[src/rtl/fir_out_pkg.sv]
// Shared constants, state type and sizing helper for the FIR output decimator.
package fir_out_pkg;

    localparam int IW_DEF     = 31;
    localparam int DW_DEF     = 16;
    localparam int SHIFT_DEF  = 12;
    localparam int DECIM_DEF  = 4;
    localparam int WARMUP_DEF = 5;
    localparam int DEPTH_DEF  = 8;

    typedef enum logic {WARM, RUN} fir_out_state_t;

    // One extra bit so a full FIFO (level == DEPTH) is distinguishable from empty.
    function automatic int levelWidth(input int depth);
        return $clog2(depth) + 1;
    endfunction

endpackage

[src/rtl/fir_out_fifo.sv]
// First-word-fall-through sample FIFO with occupancy count and sticky overflow flag.
module fir_out_fifo
    import fir_out_pkg::*;
#(
    parameter int DW    = DW_DEF,
    parameter int DEPTH = DEPTH_DEF
) (
    input  logic                           i_clk,
    input  logic                           i_reset,
    input  logic                           i_push,
    input  logic [DW-1:0]                  i_pushData,
    input  logic                           i_ready,
    input  logic                           i_clearOvf,
    output logic [DW-1:0]                  o_data,
    output logic                           o_valid,
    output logic [levelWidth(DEPTH)-1:0]   o_level,
    output logic                           o_overflow
);

    localparam int AW = (DEPTH > 1) ? $clog2(DEPTH) : 1;
    localparam int LW = levelWidth(DEPTH);

    logic [DW-1:0] r_mem [DEPTH];
    logic [AW-1:0] r_wrPtr;
    logic [AW-1:0] r_rdPtr;
    logic [LW-1:0] r_level;
    logic          r_overflow;

    logic w_empty;
    logic w_full;
    logic w_pop;
    logic w_write;
    logic w_drop;

    // A pop in the same cycle frees the slot, so a push into a full FIFO still lands.
    assign w_empty = (r_level == '0);
    assign w_full  = (r_level == LW'(DEPTH));
    assign w_pop   = !w_empty && i_ready;
    assign w_write = i_push && (!w_full || w_pop);
    assign w_drop  = i_push && w_full && !w_pop;

    always_ff @(posedge i_clk) begin
        if (w_write) begin
            r_mem[r_wrPtr] <= i_pushData;
        end
    end

    always_ff @(posedge i_clk) begin
        if (i_reset) begin
            r_wrPtr    <= '0;
            r_rdPtr    <= '0;
            r_level    <= '0;
            r_overflow <= 1'b0;
        end else begin
            if (w_write) begin
                r_wrPtr <= (r_wrPtr == AW'(DEPTH - 1)) ? '0 : r_wrPtr + AW'(1);
            end
            if (w_pop) begin
                r_rdPtr <= (r_rdPtr == AW'(DEPTH - 1)) ? '0 : r_rdPtr + AW'(1);
            end
            r_level <= r_level + LW'(w_write) - LW'(w_pop);
            if (w_drop) begin
                r_overflow <= 1'b1;
            end else if (i_clearOvf) begin
                r_overflow <= 1'b0;
            end
        end
    end

    assign o_valid    = !w_empty;
    assign o_data     = w_empty ? '0 : r_mem[r_rdPtr];
    assign o_level    = r_level;
    assign o_overflow = r_overflow;

endmodule

[src/rtl/fir_out_decim.sv]
// FIR output stage: warm-up discard, decimation, round/scale and FIFO buffering.
// Define FIROUT_SATURATE_EN to clamp scaled samples instead of wrapping them.
module fir_out_decim
    import fir_out_pkg::*;
#(
    parameter int IW     = IW_DEF,
    parameter int DW     = DW_DEF,
    parameter int SHIFT  = SHIFT_DEF,
    parameter int DECIM  = DECIM_DEF,
    parameter int WARMUP = WARMUP_DEF,
    parameter int DEPTH  = DEPTH_DEF
) (
    input  logic                           i_clk,
    input  logic                           i_reset,
    input  logic                           i_ce,
    input  logic [IW-1:0]                  i_result,
    output logic [DW-1:0]                  o_data,
    output logic                           o_valid,
    input  logic                           i_ready,
    output logic [levelWidth(DEPTH)-1:0]   o_level,
    output logic                           o_overflow,
    input  logic                           i_clear_ovf
);

    localparam int WCW = $clog2(WARMUP + 1);
    localparam int DCW = (DECIM > 1) ? $clog2(DECIM) : 1;
    localparam logic signed [IW:0] HALF = {{(IW + 1 - SHIFT){1'b0}}, 1'b1, {(SHIFT - 1){1'b0}}};

    fir_out_state_t r_state;
    fir_out_state_t w_nextState;
    logic           w_keep;
    logic [WCW-1:0] r_warmCnt;
    logic [DCW-1:0] r_decimCnt;
    logic           r_stagePush;
    logic [DW-1:0]  r_stageData;

    logic signed [IW:0] w_extended;
    logic signed [IW:0] w_rounded;
    logic signed [IW:0] w_shifted;
    logic [DW-1:0]      w_scaled;

    always_ff @(posedge i_clk) begin
        if (i_reset) begin
            r_state <= WARM;
        end else begin
            r_state <= w_nextState;
        end
    end

    always_comb begin
        w_nextState = r_state;
        w_keep      = 1'b0;
        case (r_state)
            WARM: begin
                if (i_ce && (r_warmCnt == WCW'(WARMUP - 1))) begin
                    w_nextState = RUN;
                end
            end
            RUN: begin
                w_keep = i_ce && (r_decimCnt == '0);
            end
            default: w_nextState = WARM;
        endcase
    end

    always_ff @(posedge i_clk) begin
        if (i_reset) begin
            r_warmCnt  <= '0;
            r_decimCnt <= '0;
        end else if (i_ce) begin
            if (r_state == WARM) begin
                r_warmCnt <= r_warmCnt + WCW'(1);
            end else begin
                r_decimCnt <= (r_decimCnt == DCW'(DECIM - 1)) ? '0 : r_decimCnt + DCW'(1);
            end
        end
    end

    // The extra sign bit keeps the rounding add from overflowing at full-scale input.
    assign w_extended = {i_result[IW-1], i_result};
    assign w_rounded  = w_extended + HALF;
    assign w_shifted  = w_rounded >>> SHIFT;

`ifdef FIROUT_SATURATE_EN
    localparam logic signed [IW:0] SAT_MAX = {{(IW - DW + 2){1'b0}}, {(DW - 1){1'b1}}};
    localparam logic signed [IW:0] SAT_MIN = {{(IW - DW + 2){1'b1}}, {(DW - 1){1'b0}}};

    always_comb begin
        w_scaled = w_shifted[DW-1:0];
        if (w_shifted > SAT_MAX) begin
            w_scaled = {1'b0, {(DW - 1){1'b1}}};
        end else if (w_shifted < SAT_MIN) begin
            w_scaled = {1'b1, {(DW - 1){1'b0}}};
        end
    end
`else
    logic w_unusedHigh;
    assign w_scaled     = w_shifted[DW-1:0];
    assign w_unusedHigh = ^w_shifted[IW:DW];
`endif

    always_ff @(posedge i_clk) begin
        if (i_reset) begin
            r_stagePush <= 1'b0;
            r_stageData <= '0;
        end else begin
            r_stagePush <= w_keep;
            if (w_keep) begin
                r_stageData <= w_scaled;
            end
        end
    end

    fir_out_fifo #(
        .DW    (DW),
        .DEPTH (DEPTH)
    ) u_fifo (
        .i_clk      (i_clk),
        .i_reset    (i_reset),
        .i_push     (r_stagePush),
        .i_pushData (r_stageData),
        .i_ready    (i_ready),
        .i_clearOvf (i_clear_ovf),
        .o_data     (o_data),
        .o_valid    (o_valid),
        .o_level    (o_level),
        .o_overflow (o_overflow)
    );

endmodule

[config.mk]
export PLATFORM = sky130hd
export DESIGN_NAME = fir_out_decim
export DESIGN_NICKNAME = d
export VERILOG_FILES = /design/src/rtl/fir_out_pkg.sv /design/src/rtl/fir_out_fifo.sv /design/src/rtl/fir_out_decim.sv
export SDC_FILE = /design/constraint.sdc
export NUM_CORES = 1
export LEC_CHECK = 0
export BUFFER_PORTS_ARGS = -buffer_cell sky130_fd_sc_hd__buf_2
export CORE_MARGIN = 2
export CORE_UTILIZATION = 59
export DETAILED_ROUTE_END_ITERATION = 10
export PLACE_DENSITY = 0.79
export SETUP_SLACK_MARGIN = 0.5
export SYNTH_ARGS = -nofsm -noshare
export SYNTH_HDL_FRONTEND = slang
export SYNTH_SLANG_ARGS = --single-unit
[constraint.sdc]
create_clock -name i_clk -period 4.4 [get_ports i_clk]
set_input_delay 0.44 -clock i_clk [delete_from_list [all_inputs] [get_ports i_clk]]
set_output_delay 0.44 -clock i_clk [all_outputs]
set_load 0.05 [all_outputs]
==> results of run 1 <==
Yosys cell counts, drive strengths merged (4+ instances only):
cell,n,area (µm²)
clkbuf,5,18.8
dfxtp,37,741
nand3,7,40.0
edfxtp,128,3840
a211oi,12,110
nand4,5,67.6
nor2,46,173
nor4,5,56.3
a21oi,14,70.1
xnor2,13,114
nand2b,4,25.0
ha,15,188
or3,5,31.3
mux2i,17,170
nand2,16,60.1
nor3,9,45.0
inv,18,67.6
mux4,32,721
buf,15,73.8
final cells by class:
class	count	area, µm²	area share
Timing Repair Buffer	45	230	0.0299
Sequential cell	165	4590	0.596
Clock inverter	13	109	0.0141
Multi-Input combinational cell	220	2090	0.271
Clock buffer	19	443	0.0575
Tap cell	143	179	0.0232
Inverter	18	67.6	0.00877
through the flow:
step	std cells	power (µW)	cell area [µm²]
CTS	623	4470	7700
global placement	591	3090	7150
global route	623	4610	7700
finish	623	4420	7700
floorplan	423	2770	6770
detailed placement	591	3110	7150
cell families after synthesis:
family / count (synthesis) / synth area share
DFF: 165 / 0.677
muxes: 49 / 0.132
AOI/OAI and AO/OA: 35 / 0.0360
adders and majority gates: 16 / 0.0307
buffers and inverters: 38 / 0.0236
xor gates and xnor gates: 16 / 0.0207
and+or+nand+nor: 104 / 0.0805
path summary, 6_finish.rpt:
| path | start | to | slack [ps] | depth (start not counted) |
|---|---|---|---|---|
| max | register | o_data[3] | 1340 | 5 |
| max reg2reg | u_fifo.o_level[2]$_SDFF_PP0_ | u_fifo.o_level[2]$_SDFF_PP0_ | 1620 | 13 |
| min | i_clear_ovf | u_fifo.o_overflow$_SDFFE_PP0P_ | 290 | 3 |
| min reg2reg | r_decimCnt[1]$_SDFFE_PP0P_ | r_decimCnt[1]$_SDFFE_PP0P_ | 480 | 2 |
worst max-delay path: cells and delay by family, from the launching register on:
kind	cells	cell delay, ps
AND/OR/NAND/NOR	1	60
buffers and inverters	2	610
multiplexers	2	660
flip-flops	1	870
metal layers:
layer | part of all wire | vias up | global-route usage
li1 | - | 1709 | -
met1 | 0.39 | 1864 | 0.272
met2 | 0.55 | 103 | 0.375
met3 | 0.053 | 9 | 0.0470
met4 | 0.0095 | 0 | 0.0790
met5 | 0 | - | 0
flip-flops by register name, summed over array words and instances, names as in the netlist, named ones only:
register           cells
u_fifo.o_level         4
u_fifo.r_rdPtr         3
r_stageData           16
u_fifo.r_wrPtr         3
u_fifo.r_mem         128
r_decimCnt             2
u_fifo.o_overflow      1
r_warmCnt              3
r_stagePush            1
r_state                1
power groups by stage:
stage	logic (µW)	clock network, µW	registers [µW]
after floorplan	969	0	1800
after global placement	1270	0	1810
after detailed placement	1300	0	1820
after CTS	1300	1380	1780
after global routing	1360	1450	1800
final	1280	1360	1780
==> flow_metrics.py, run 1 <==
metrics = {
    "clock_tree": {
        "cts_resized": 0,
        "cts_made_buffers": 17,
        "h-tree-depth": 4,
        "root_buffer": "clkbuf_16",
        "cts_hold_repair.buffers": 0,
        "cts_max_path_buffers": 2,
        "postCtsSetupRepairBufs": 0,
        "clk_pin_slew_ps": 60,
        "clk_latency_ps": 420,
        "cts.sink_count": 165,
        "cts_tree": "yes",
    },
    "placed_design": {
        "place.gp.congestion": 0.704,
        "place_ws_ps": 1530,
        "portBuffers": 43,
        "post-dp-hpwl_mm": 7.48,
    },
    "floorplanning": {
        "core_mm2": 0.0113,
        "ios": 58,
        "die_h_um": 111,
        "start_util": 0.598,
        "die_x_um": 111,
        "die-area_mm2": 0.0124,
        "num_rows": 39,
    },
    "drt": {
        "drt_iter0_markers": 227,
        "drc": 0,
        "finalWirelength_mm": 12.4,
        "wl_per_cell_um": 20.0,
        "vias": 3685,
        "ant_nets": 0,
        "dr.pass1.iters": 4,
        "viasPerCell": 5.91,
    },
    "timing": {
        "setup_viol": 0,
        "finalCriticalPeriod_ps": 3060,
        "tns_ps": 0,
        "setup_ws_ps": 1340,
        "hold_ws_ps": 291,
        "max_freq_mhz": 327,
        "tightest_slew_ps": 1090,
        "period_share": 0.695,
        "max_slew_margin": 0.269,
        "finalHoldViolations": 0,
        "skew_ps": 8.24,
        "rsz0062_at_grt": "false",
        "drv_slew": 0,
    },
    "flow_run": {
        "max_cap_viol_count": 0,
    },
    "logic_synthesis": {
        "synth_cell_type_count": 39,
        "yosys_most_used_dff": "edfxtp_1",
        "syn_area_mm2": 0.00677,
        "synth_fp_nets": 475,
        "syn_inst": 423,
        "synthArstFlopShare": 0,
        "synth_edf_count": 128,
        "syn_avg_cell_area_um2": 16.0,
        "yosysSeqAreaShare": 0.677,
        "ys_warn_count": 0,
        "synth_seq_cells": 165,
    },
    "critical_path": {
        "cp_max_fo": 23,
        "end_kind": "output pin",
        "cp-start-kind": "register",
        "crit_chain": "buf_4, mux4_2, mux2i_1, nor2_1, buf_2",
        "worstPathRequired_ps": 3960,
        "cp.arrival_ps": 2620,
        "slowest_stage": "dfxtp_2",
        "slowest_delay_ps": 870,
        "criticalPathCategory": "register to output pin",
    },
    "cells_and_area": {
        "n_antenna_cell": 0,
        "drive_gt1_frac": 0.275,
        "finish.utilization": 0.680,
        "final_common_cell": "edfxtp_1",
        "final_cell_mix": "128 x edfxtp_1, 43 x nor2_1, 43 x buf_2",
        "fin_nets": 519,
        "fillers": 758,
        "synthToLayoutAreaGrowth_pct": 13.7,
    },
    "global_routing": {
        "grt_pass1_vias": 3803,
        "antenna_found_initial": 0,
        "grt_max_degree": 38,
        "grt-ovfl-total": 0,
        "grt_pass1_wl_mm": 20.0,
        "track_usage": 0.217,
    },
    "power": {
        "p_leak_uw": 0.00245,
        "p_per_area_mw_per_mm2": 574,
        "combPwrFrac": 0.290,
        "swShare": 0.358,
        "p_int_uw": 2840,
        "vdd_drop_max_uv": 427,
        "p_clk_frac": 0.308,
        "p_seq_frac": 0.402,
        "p_sw_uw": 1580,
    },
    "worst_hold_path": {
        "holdCritPathClass": "input port to register",
    },
    "status": {
        "status": "finished clean",
    },
}
(Power assumes the default switching activity.)
==> run 2: changes to the inputs <==
--- a/config.mk
+++ b/config.mk
@@ -7,9 +7,9 @@
 export LEC_CHECK = 0
 export BUFFER_PORTS_ARGS = -buffer_cell sky130_fd_sc_hd__buf_2
 export CORE_MARGIN = 2
-export CORE_UTILIZATION = 59
+export CORE_UTILIZATION = 53
 export DETAILED_ROUTE_END_ITERATION = 10
-export PLACE_DENSITY = 0.79
+export PLACE_DENSITY = 0.75
 export SETUP_SLACK_MARGIN = 0.5
 export SYNTH_ARGS = -nofsm -noshare
 export SYNTH_HDL_FRONTEND = slang
==> constraint.sdc (replaced) <==
create_clock -name i_clk -period 2.6 [get_ports i_clk]
set_input_delay 0.26 -clock i_clk [delete_from_list [all_inputs] [get_ports i_clk]]
set_output_delay 0.26 -clock i_clk [all_outputs]
set_load 0.05 [all_outputs]
==> run 2 against run 1 <==
Net effect: cell area up 7.9%; clock power increased by 77%; routed wire length is 3.8% higher; critical path type unchanged.
==> flow_metrics.py, run 2 (same netlist as run 1, synthesis figures left out) <==
metrics = {
    "status": {
        "status": "finished clean",
    },
    "timing": {
        "setup_viol": 0,
        "finalCriticalPeriod_ps": 2280,
        "setup_ws_ps": 317,
        "rsz0062_at_grt": "true",
        "tightest_slew_ps": 682,
        "finalHoldViolations": 0,
        "drv_slew": 0,
        "tns_ps": 0,
        "hold_ws_ps": 102,
        "skew_ps": 7.25,
        "max_slew_margin": 0.545,
        "period_share": 0.878,
        "max_freq_mhz": 438,
    },
    "global_routing": {
        "antenna_found_initial": 0,
        "grt_pass1_vias": 3759,
        "grt_max_degree": 38,
        "grt-ovfl-total": 0,
        "track_usage": 0.211,
        "grt_pass1_wl_mm": 20.6,
    },
    "clock_tree": {
        "clk_latency_ps": 420,
        "cts.sink_count": 165,
        "clk_pin_slew_ps": 60,
        "h-tree-depth": 4,
        "root_buffer": "clkbuf_16",
        "cts_max_path_buffers": 2,
        "cts_made_buffers": 17,
        "cts_tree": "yes",
    },
    "drt": {
        "dr.pass1.iters": 4,
        "ant_nets": 0,
        "wl_per_cell_um": 19.3,
        "drt_iter0_markers": 295,
        "viasPerCell": 5.60,
        "vias": 3751,
        "finalWirelength_mm": 12.9,
        "drc": 0,
    },
    "cells_and_area": {
        "finish.utilization": 0.661,
        "largest_register_ff_count": 128,
        "regMostFlops": "u_fifo.r_mem",
        "synthToLayoutAreaGrowth_pct": 22.7,
        "drive_gt1_frac": 0.347,
        "final_common_cell": "edfxtp_1",
        "fillers": 832,
        "fin_nets": 538,
        "final_cell_mix": "128 x edfxtp_1, 42 x nor2_1, 32 x mux4_2, 32 x dfxtp_1, 27 x buf_2",
        "n_antenna_cell": 0,
    },
    "floorplanning": {
        "die_x_um": 117,
        "start_util": 0.539,
        "ios": 58,
        "die_h_um": 117,
        "core_mm2": 0.0126,
        "die-area_mm2": 0.0137,
        "num_rows": 41,
    },
    "critical_path": {
        "end_kind": "output pin",
        "reg2regPathDepth": 12,
        "cp_max_fo": 5,
        "rr_endpoint": "u_fifo.o_level[1]$_SDFF_PP0_",
        "cp-start-kind": "register",
        "cp.arrival_ps": 2020,
        "r2r_slack_ps": 620,
        "criticalPathCategory": "register to output pin",
        "worstPathRequired_ps": 2340,
        "r2r_start": "u_fifo.o_level[2]$_SDFF_PP0_",
    },
    "worst_hold_path": {
        "holdCritPathClass": "input port to register",
        "whs_endpoint": "u_fifo.o_overflow$_SDFFE_PP0P_",
        "min_from": "i_clear_ovf",
        "whs_path_depth": 3,
    },
    "placed_design": {
        "place.gp.congestion": 0.735,
        "portBuffers": 43,
        "place_ws_ps": 436,
        "post-dp-hpwl_mm": 7.42,
    },
    "flow_run": {
        "max_cap_viol_count": 0,
    },
    "power": {
        "p_leak_uw": 0.00273,
        "p_total_uw": 8410,
        "vdd_drop_max_uv": 856,
        "p_per_area_mw_per_mm2": 1010,
    },
}
[run 2: changes by cell type in the layout (fill, tap and decap cells not counted), moves of 4 or more]
cell / change
clkinvlp_4: +4
buf_4: +9
buf_6: +16
buf_2: -16
buf_16: +4
inv_1: -6
dfxtp_4: +4
buf_12: +6
[run 2: per-layer routing]
layer	GRT usage	wire length, µm	part of all wire	vias up
li1	-	-	-	1752
met3	0.0438	810	0.063	21
met1	0.279	5260	0.41	1850
met2	0.349	6610	0.51	128
met4	0.0847	229	0.018	0
met5	0	0	0	-
[run 2: where the power goes]
group	internal, µW	switching, µW	total, µW
Sequential	2870	72.5	2950
Clock	1340	1070	2410
Combinational	1270	1780	3050
[run 2: layout make-up]
cell class / count / area (µm²) / share of cell area
tap: 172 / 215 / 0.0259
inverter: 18 / 85.1 / 0.0102
timing repair buffer: 64 / 628 / 0.0756
sequential: 165 / 4600 / 0.554
clock buffer: 17 / 425 / 0.0512
multi-input combinational: 220 / 2210 / 0.266
clock inverter: 14 / 143 / 0.0172
[run 2: worst max path at each step]
stage,slack [ps],depth (start not counted),to
final,320,6,o_data[14]
after global routing,220,6,o_data[14]
after CTS,320,6,o_data[14]
after detailed placement,440,11,u_fifo.o_level[1]$_SDFF_PP0_
after global placement,460,11,u_fifo.o_level[1]$_SDFF_PP0_
after floorplan,410,8,u_fifo.r_mem[1][0]$_DFFE_PP_
[run 2: critical path: stages (launching register included)]
cell	delay, ps
dfxtp_4	450
buf_12	140
buf_16	120
mux4_2	490
mux2i_1	170
nor2_1	80
buf_6	160
[run 2: stage by stage]
stage          std cells  area, µm²
3_3_place_gp         631       7410
6_report             670       8310
3_5_place_dp         631       7410
4_1_cts              670       8300
2_1_floorplan        423       6990
5_1_grt              670       8310
[run 2: repair_timing]
item | in CTS | in global routing
endpoints found under the setup margin | 19 | 34
pin swaps | 2 | 4
gates cloned | 4 | 0
hold buffers | 0 | 0
gates resized for setup | 46 | 2
setup buffers | 4 | 0
